===== src/rtl/uart_tx_fifo.sv =====
// Buffered 8N1 UART transmitter: byte FIFO in front of a registered serializer.
// tx falls one clk after a byte lands in an empty idle block; in_ready low only while the FIFO is full.

module uart_tx_fifo_buf #(
  parameter int WIDTH = 8,
  parameter int DEPTH = 16
) (
  input  logic                     clk,
  input  logic                     rst,
  input  logic                     push_vld,
  input  logic [WIDTH-1:0]         push_dat,
  output logic                     push_rdy,
  output logic                     pop_vld,
  input  logic                     pop_rdy,
  output logic [WIDTH-1:0]         pop_dat,
  output logic [$clog2(DEPTH):0]   count
);
  localparam int AW = $clog2(DEPTH);

  logic [WIDTH-1:0] mem_q [DEPTH];
  logic [AW-1:0]    wr_ptr_q, wr_ptr_d;
  logic [AW-1:0]    rd_ptr_q, rd_ptr_d;
  logic [AW:0]      count_q, count_d;
  logic             push, pop;

  // Full refuses a push even when a pop happens in the same cycle.
  assign push_rdy = count_q < (AW+1)'(DEPTH);
  assign pop_vld  = count_q != '0;
  assign push     = push_vld && push_rdy;
  assign pop      = pop_rdy && pop_vld;
  assign pop_dat  = mem_q[rd_ptr_q];
  assign count    = count_q;

  always_comb begin
    wr_ptr_d = wr_ptr_q;
    rd_ptr_d = rd_ptr_q;
    count_d  = count_q;
    if (push) wr_ptr_d = wr_ptr_q + AW'(1);
    if (pop)  rd_ptr_d = rd_ptr_q + AW'(1);
    case ({push, pop})
      2'b10:   count_d = count_q + (AW+1)'(1);
      2'b01:   count_d = count_q - (AW+1)'(1);
      default: count_d = count_q;
    endcase
  end

  always_ff @(posedge clk or posedge rst) begin
    if (rst) begin
      wr_ptr_q <= '0;
      rd_ptr_q <= '0;
      count_q  <= '0;
    end else begin
      wr_ptr_q <= wr_ptr_d;
      rd_ptr_q <= rd_ptr_d;
      count_q  <= count_d;
    end
  end

  always_ff @(posedge clk) begin
    if (push) mem_q[wr_ptr_q] <= push_dat;
  end
endmodule

module uart_tx_fifo #(
  parameter int CLK_FREQ = 50000000,
  parameter int BAUD     = 115200,
  parameter int DEPTH    = 16
) (
  input  logic                   clk,
  input  logic                   rst,
  input  logic [7:0]             in_data,
  input  logic                   in_valid,
  output logic                   in_ready,
  output logic                   tx,
  output logic                   busy,
  output logic [$clog2(DEPTH):0] count
);
  localparam int CLKS_PER_BIT = CLK_FREQ / BAUD;
  localparam int CW = $clog2(CLKS_PER_BIT);
  localparam logic [CW-1:0] BIT_LAST = CW'(CLKS_PER_BIT - 1);

  if (CLKS_PER_BIT < 2) begin : g_bad_baud
    $error("uart_tx_fifo: CLK_FREQ/BAUD must be at least 2");
  end
  if ((DEPTH < 2) || ((DEPTH & (DEPTH - 1)) != 0)) begin : g_bad_depth
    $error("uart_tx_fifo: DEPTH must be a power of two, at least 2");
  end

  typedef enum logic [1:0] {IDLE, START, DATA, STOP} state_t;

  state_t        state_q, state_d;
  logic [CW-1:0] baud_cnt_q, baud_cnt_d;
  logic [2:0]    bit_idx_q, bit_idx_d;
  logic [7:0]    shift_reg_q, shift_reg_d;
  logic          tx_q, tx_d;
  logic          pop;
  logic          fifo_vld;
  logic [7:0]    fifo_dat;
  logic          bit_end;

  uart_tx_fifo_buf #(.WIDTH(8), .DEPTH(DEPTH)) u_buf (
    .clk      (clk),
    .rst      (rst),
    .push_vld (in_valid),
    .push_dat (in_data),
    .push_rdy (in_ready),
    .pop_vld  (fifo_vld),
    .pop_rdy  (pop),
    .pop_dat  (fifo_dat),
    .count    (count)
  );

  assign bit_end = baud_cnt_q == BIT_LAST;
  assign tx      = tx_q;
  assign busy    = (state_q != IDLE) || fifo_vld;

  always_comb begin
    state_d     = state_q;
    baud_cnt_d  = baud_cnt_q;
    bit_idx_d   = bit_idx_q;
    shift_reg_d = shift_reg_q;
    tx_d        = tx_q;
    pop         = 1'b0;
    case (state_q)
      IDLE: begin
        tx_d       = 1'b1;
        baud_cnt_d = '0;
        if (fifo_vld) begin
          pop         = 1'b1;
          shift_reg_d = fifo_dat;
          tx_d        = 1'b0;
          state_d     = START;
        end
      end
      START: begin
        if (bit_end) begin
          baud_cnt_d = '0;
          tx_d       = shift_reg_q[0];
          bit_idx_d  = '0;
          state_d    = DATA;
        end else begin
          baud_cnt_d = baud_cnt_q + CW'(1);
        end
      end
      DATA: begin
        if (bit_end) begin
          baud_cnt_d = '0;
          if (bit_idx_q == 3'd7) begin
            tx_d    = 1'b1;
            state_d = STOP;
          end else begin
            shift_reg_d = shift_reg_q >> 1;
            tx_d        = shift_reg_q[1];
            bit_idx_d   = bit_idx_q + 3'd1;
          end
        end else begin
          baud_cnt_d = baud_cnt_q + CW'(1);
        end
      end
      STOP: begin
        if (bit_end) begin
          baud_cnt_d = '0;
          // Chain straight into the next start bit so queued frames abut.
          if (fifo_vld) begin
            pop         = 1'b1;
            shift_reg_d = fifo_dat;
            tx_d        = 1'b0;
            state_d     = START;
          end else begin
            state_d = IDLE;
          end
        end else begin
          baud_cnt_d = baud_cnt_q + CW'(1);
        end
      end
      default: state_d = IDLE;
    endcase
  end

  always_ff @(posedge clk or posedge rst) begin
    if (rst) begin
      state_q     <= IDLE;
      baud_cnt_q  <= '0;
      bit_idx_q   <= '0;
      shift_reg_q <= '0;
      tx_q        <= 1'b1;
    end else begin
      state_q     <= state_d;
      baud_cnt_q  <= baud_cnt_d;
      bit_idx_q   <= bit_idx_d;
      shift_reg_q <= shift_reg_d;
      tx_q        <= tx_d;
    end
  end
endmodule

===== config.mk =====
export PLATFORM = sky130hd
export DESIGN_NAME = uart_tx_fifo
export DESIGN_NICKNAME = d
export VERILOG_FILES = /design/src/rtl/uart_tx_fifo.sv
export SDC_FILE = /design/constraint.sdc
export NUM_CORES = 1
export LEC_CHECK = 0
export CAP_MARGIN = 40
export CORE_MARGIN = 1
export CORE_UTILIZATION = 55
export DETAILED_ROUTE_END_ITERATION = 10
export GPL_ROUTABILITY_DRIVEN = 0
export PLACE_DENSITY = 0.72
export SYNTH_ARGS = -nofsm -noshare
export SYNTH_HDL_FRONTEND = slang
export SYNTH_HIERARCHICAL = 1
export SYNTH_SLANG_ARGS = --single-unit

===== constraint.sdc =====
create_clock -name clk -period 3.7 [get_ports clk]
set_input_delay 0.555 -clock clk [delete_from_list [all_inputs] [get_ports clk]]
set_output_delay 0.555 -clock clk [all_outputs]
set_load 0.1 [all_outputs]

Word level (Yosys, flattened, before mapping)
Memory sizes are Yosys's and may differ from the RTL's.
Index checks and enable logic that the tools add are counted.
- register bits after elaboration: 36
- bits in writable memories: 128
- output and inout bits: 8
- word-level logic and storage cells: 75
- memories kept: 1
- $add $sub $neg: 6
- magnitude comparators: 1
- equal/unequal tests: 14
- mux-type cells: 31
- reductions and logical operators: 14
- memory list (memory ; words ; bits a word ; read ports ; clocked after Yosys merged registers in ; write ports ; line ; text):
    u_buf.mem_q ; 16 ; 8 ; 1 ; 0 ; 1 ; 20 ; logic [WIDTH-1:0] mem_q [DEPTH];
- operator list (cell ; count):
    $mux W8 ; 4
    $pmux W8 S3 ; 1
    $pmux W9 S2 ; 1
    $ne A2 B2 Y1 const B ; 7
    $reduce_and A4 Y1 ; 3
    $mux W1 ; 11
    $mux W2 ; 5
    $pmux W5 S2 ; 1
    $add A9 B1 Y9 const B ; 1
    $eq A9 B9 Y1 const B ; 1
    $mux W3 ; 3
    $mux W9 ; 1
    $add A4 B1 Y4 const B ; 2
    $pmux W2 S4 ; 1
    $eq A2 B2 Y1 const B ; 3
    $pmux W3 S2 ; 1
    $reduce_bool A2 Y1 ; 3
    $add A5 B1 Y5 const B ; 1
    $lt A5 B5 Y1 const B ; 1
    $reduce_and A5 Y1 ; 1
    $reduce_bool A5 Y1 ; 1
    $sub A5 B1 Y5 const B ; 1
    $eq A2 B1 Y1 const B ; 2
    $pmux W1 S4 ; 1
    8 further kinds ; 9

Logic depth before layout (Yosys ltp)
- word-level depth: 7
- mapped depth: 15

By module
The synthesis kept the hierarchy.
- modules (own cells, without submodules) (module ; instances ; cells each ; area each (µm²) ; seq. area each (µm²)):
    uart_tx_fifo_buf ; 1 ; 332 ; 5765.5 ; 4169.0
    uart_tx_fifo ; 1 ; 120 ; 1330.0 ; 576.8

Least setup slack after synthesis
No wires, ideal clock.
- path kind: register to register
- start point: register u_buf.count_q[0], in the netlist u_buf/count[0]
- end point: register u_buf.count_q[4], in the netlist u_buf/count[4]
- library setup time: 0.160 ns
- arrival time: 3.218 ns
- required time: 3.540 ns
- setup slack: 0.322 ns
- stages on the path, launching flop included: 15
- clock period less this slack: 3.378 ns
- cell sequence: dfrtp_1 -> inv_1 -> nand2_1 -> inv_1 -> nor3_1 -> and2_1 -> buf_2 -> ha_1 -> inv_1 -> fa_1 -> nor2b_1 -> o21ai_0 -> nand3_1 -> or3b_1 -> xnor2_1
- cells in the longest elaborated chain, start to end: 7
- RTL lines (element ; line ; text):
    start, declared ; 23 ; logic [AW:0] count_q, count_d;
    start signal, assigned ; 55 ; count_q <= count_d;
    $reduce_bool A5 Y1 * ; 28 ; assign pop_vld = count_q != '0;
    net fifo_vld ; 97 ; logic fifo_vld;
    $mux W1 * ; 128, 164 ;
    $mux W1 ; 161 ; if (bit_end) begin
    $pmux W1 S2 * ; 124 ; case (state_q)
    net pop ; 96 ; logic pop;
    $logic_and A1 B1 Y1 * ; 30 ; assign pop = pop_rdy && pop_vld;
    net u_buf.pop ; 24 ; logic push, pop;
    $eq A2 B1 Y1 / $eq A2 B2 Y1 (equally long branches) ; 40 ; case ({push, pop})
    $pmux W5 S2 / $reduce_bool A2 Y1 (equally long branches) ; n/a ;
Mark *: on every way through the listed nets, which the timed path passes. The rest lies on a longest branch.
A chain may end at the register's enable or synchronous reset.

Worst setup path after layout
- start point: register baud_cnt_q[6]
- end point: register u_buf.count_q[4], in the netlist u_buf/count[4]
- cells in the longest elaborated chain, start to end: 6
- RTL lines (element ; line ; text):
    start, declared ; 92 ; logic [CW-1:0] baud_cnt_q, baud_cnt_d;
    start signal, assigned ; 189 ; baud_cnt_q <= baud_cnt_d;
    $eq A9 B9 Y1 * ; 113 ; assign bit_end = baud_cnt_q == BIT_LAST;
    $mux W1 * ; 161 ;
    $pmux W1 S2 * ; 124 ;
    net pop ; 96 ;
    $logic_and A1 B1 Y1 * ; 30 ;
    $eq A2 B1 Y1 / $eq A2 B2 Y1 (equally long branches) ; 40 ;
    $pmux W5 S2 / $reduce_bool A2 Y1 (equally long branches) ; n/a ;
Marked as above.

==> flow_summary.ini <==
[timing]
slew_headroom = 0.385
fin_setup_tns_ps = 0
hold_slack_ps = 463
finClkSkew_ps = 8.95
period_share = 0.899
hold_viol = 0
post-route-min-period_ps = 3330
rsz0062_at_grt = false
timing.fmax_ghz = 0.301
tightest_slew_ps = 919
slew_violations = 0
fin_ws_ps = 373
setup_viol = 0

[global_route]
grt_util_all_layers = 0.227
grt_pass1_vias = 3907
antenna_found_initial = 0
grt_max_degree = 52
overflow = 0
grt_pass1_wl_mm = 21.3

[cts]
ctsLongestPathBuffers = 2
worstSkewPairLatency_ps = 430
htreeDepth = 4
hold_buffers = 0
post_cts_buffers = 0
clock-sinks = 164
ctsResizeCount = 0
cts-root-buf = clkbuf_16
clkTransAtPathRegs_ps = 60
cts_tree = yes
cts_buffers = 17

[power_and_ir_drop]
max-vdd-ir-drop_mv = 0.515
p_switching_uw = 2370
p_total_uw = 6750
pwr-share-seq = 0.369
sw_frac_of_total = 0.350
combPwrFrac = 0.375
power_density_nw_per_um2 = 828
power.internal_uw = 4390
clockPowerShare = 0.256
leakagePower_uw = 0.00298

[critical_path]
crit_arrival_ps = 3620
crit_family = simple AND/OR/NAND/NOR gates
cp.required_ps = 4000
cp.depth = 13
critPathMaxStageDelay_ps = 440
cp-start-kind = flip-flop
crit_type = reg -> reg
critPathSlowestCell = dfrtp_1
cp_max_fo = 5
path_buf_inv = 1
end_kind = flip-flop
r2r_cells = 13
crit_chain = nor4b_4, and4_4, a21oi_1, nor3_1, and2_1, ha_1, inv_1, fa_1, nor2b_1, o21ai_0, nand3_1, or3b_1, xnor2_1

[routing]
vias = 3905
drt_iter0_drc = 305
post_drt_wl_per_cell_um = 20.2
drt-pass1-iter-count = 4
ant_nets = 0
routed_wl_mm = 13.6
drcViolationCount = 0
via_per_inst = 5.80

[placement]
dp_cells = 641
dp_hpwl_mm = 8.92
preCtsSetupSlack_ps = 400
io_buffers = 18

[cells_and_area]
instances_no_fill = 673
drive_gt1_frac = 0.198
final_cell_mix = edfxtp_1 (128), dfrtp_1 (34), nand2_1 (26), o21ai_0 (26)
final_common_cell = edfxtp_1
syn_to_final_growth_pct = 15.0
nNetsFinal = 518
insertedDiodeCount = 0

[floorplan]
core_area_um2 = 12600
initial_core_util = 0.562
die_y_um = 116
io_pins = 19
core.rowCount = 41
die_w_um = 116
design.die.area_um2 = 13400

[yosys]
netlist_instances = 452
ys_types = 43
synthTopCellsByArea = edfxtp_1 (54%), dfrtp_1 (12%), mux4_2 (5.1%)
syn-mean-instance-area_um2 = 15.7
synth-edff-count = 128
yosys.area.top_type = edfxtp_1
syn_nets = 482
yosysSeqAreaShare = 0.669
yosys_warnings = 6
ys.flop_type = edfxtp_1
synthArstFlopShare = 0.220
netlist.area_leader.share = 0.542
synth_area_um2 = 7100
ys_seq_elements = 164

[run]
maxCapViolations = 0

[min_path]
hp-class = in -> async

[run_status]
status = completed
-- cells by family (layout without fill, tap and decap cells) --
logic type | count (synthesis) | after routing | synth area share
DFF | 164 | 164 | 0.669
and+or+nand+nor | 85 | 85 | 0.0598
muxes | 67 | 67 | 0.128
AOI/OAI and AO/OA | 66 | 66 | 0.0619
buffers and inverters | 35 | 84 | 0.0273
adders and majority gates | 19 | 19 | 0.0346
xor gates and xnor gates | 16 | 16 | 0.0197
-- power groups by stage --
stage	sequential, uW	combinational, uW	clock [uW]
2_1_floorplan	2640	1760	0
3_3_place_gp	2510	2340	0
3_5_place_dp	2530	2540	0
4_1_cts	2490	2550	1750
5_1_grt	2530	2740	1830
6_report	2490	2530	1730
-- synth_stat cells (2+ instances only) --
master and number:
a21oi_1 14, a221oi_1 8, a22o_1 3, a22oi_1 9
and2_1 3, buf_2 7, buf_6 5, clkbuf_1 8
dfrtp_1 35, edfxtp_1 128, ha_1 18, inv_1 14
mux2_2 25, mux2i_1 25, mux4_2 16, nand2_1 26
nand2b_1 8, nand3_1 5, nand4_1 2, nor2_1 23
nor2b_1 4, nor3_1 6, o21ai_0 26, xnor2_1 11
xor2_1 5
-- path summary, 6_finish.rpt --
| path | from | to | slack (ps) |
|---|---|---|---|
| worst min register to register | baud_cnt_q[0]$_DFF_PP0_ | baud_cnt_q[0]$_DFF_PP0_ | 490 |
| worst min-delay path | rst | bit_idx_q[2]$_DFFE_PP0P_ | 460 |
| worst max-delay path | baud_cnt_q[6]$_DFF_PP0_ | u_buf/count[4]$_DFFE_PP0P_ | 370 |
| max in group asynchronous | rst | baud_cnt_q[1]$_DFF_PP0_ | 2790 |
| min in group clk | baud_cnt_q[0]$_DFF_PP0_ | baud_cnt_q[0]$_DFF_PP0_ | 490 |
| worst max register to register | baud_cnt_q[6]$_DFF_PP0_ | u_buf/count[4]$_DFFE_PP0P_ | 370 |
-- stage by stage --
step | cell area [um^2] | utilization
floorplan | 7100 | -
global placement | 7420 | 0.588
detailed placement | 7580 | 0.601
CTS | 8160 | 0.647
global route | 8160 | 0.647
finish | 8160 | 0.647
-- flip-flops by register name (all words and copies together) (netlist names) --
signal,flops
u_buf/wr_ptr_q,4
u_buf/count,5
u_buf/mem_q,128
state_q,2
bit_idx_q,3
shift_reg_q,8
u_buf/rd_ptr_q,4
tx,1
baud_cnt_q,9
-- layout make-up --
type | instances | area, um^2
clock buffers | 18 | 429
clock inverters | 14 | 151
fillers | 896 | 4460
inverters | 14 | 52.6
multi-input cells | 253 | 2160
flip-flops and latches | 164 | 4750
well taps | 172 | 215
repair buffers | 38 | 410
-- worst reg2reg max path, stage by stage, from the launching register on --
cell and delay [ps]:
dfrtp_1 440, nor4b_4 360, and4_4 310, a21oi_1 70
nor3_1 140, and2_1 290, ha_1 270, inv_1 100
fa_1 410, nor2b_1 120, o21ai_0 110, nand3_1 100
or3b_1 360, xnor2_1 140
-- routing by layer --
| layer | vias up | track usage | part of all wire |
|---|---|---|---|
| met5 | - | 0 | 0 |
| met4 | 0 | 0.0883 | 0.017 |
| met3 | 20 | 0.0575 | 0.047 |
| met2 | 113 | 0.377 | 0.51 |
| met1 | 1994 | 0.290 | 0.42 |
| li1 | 1778 | - | - |
Power figures use the tool's default switching activity.
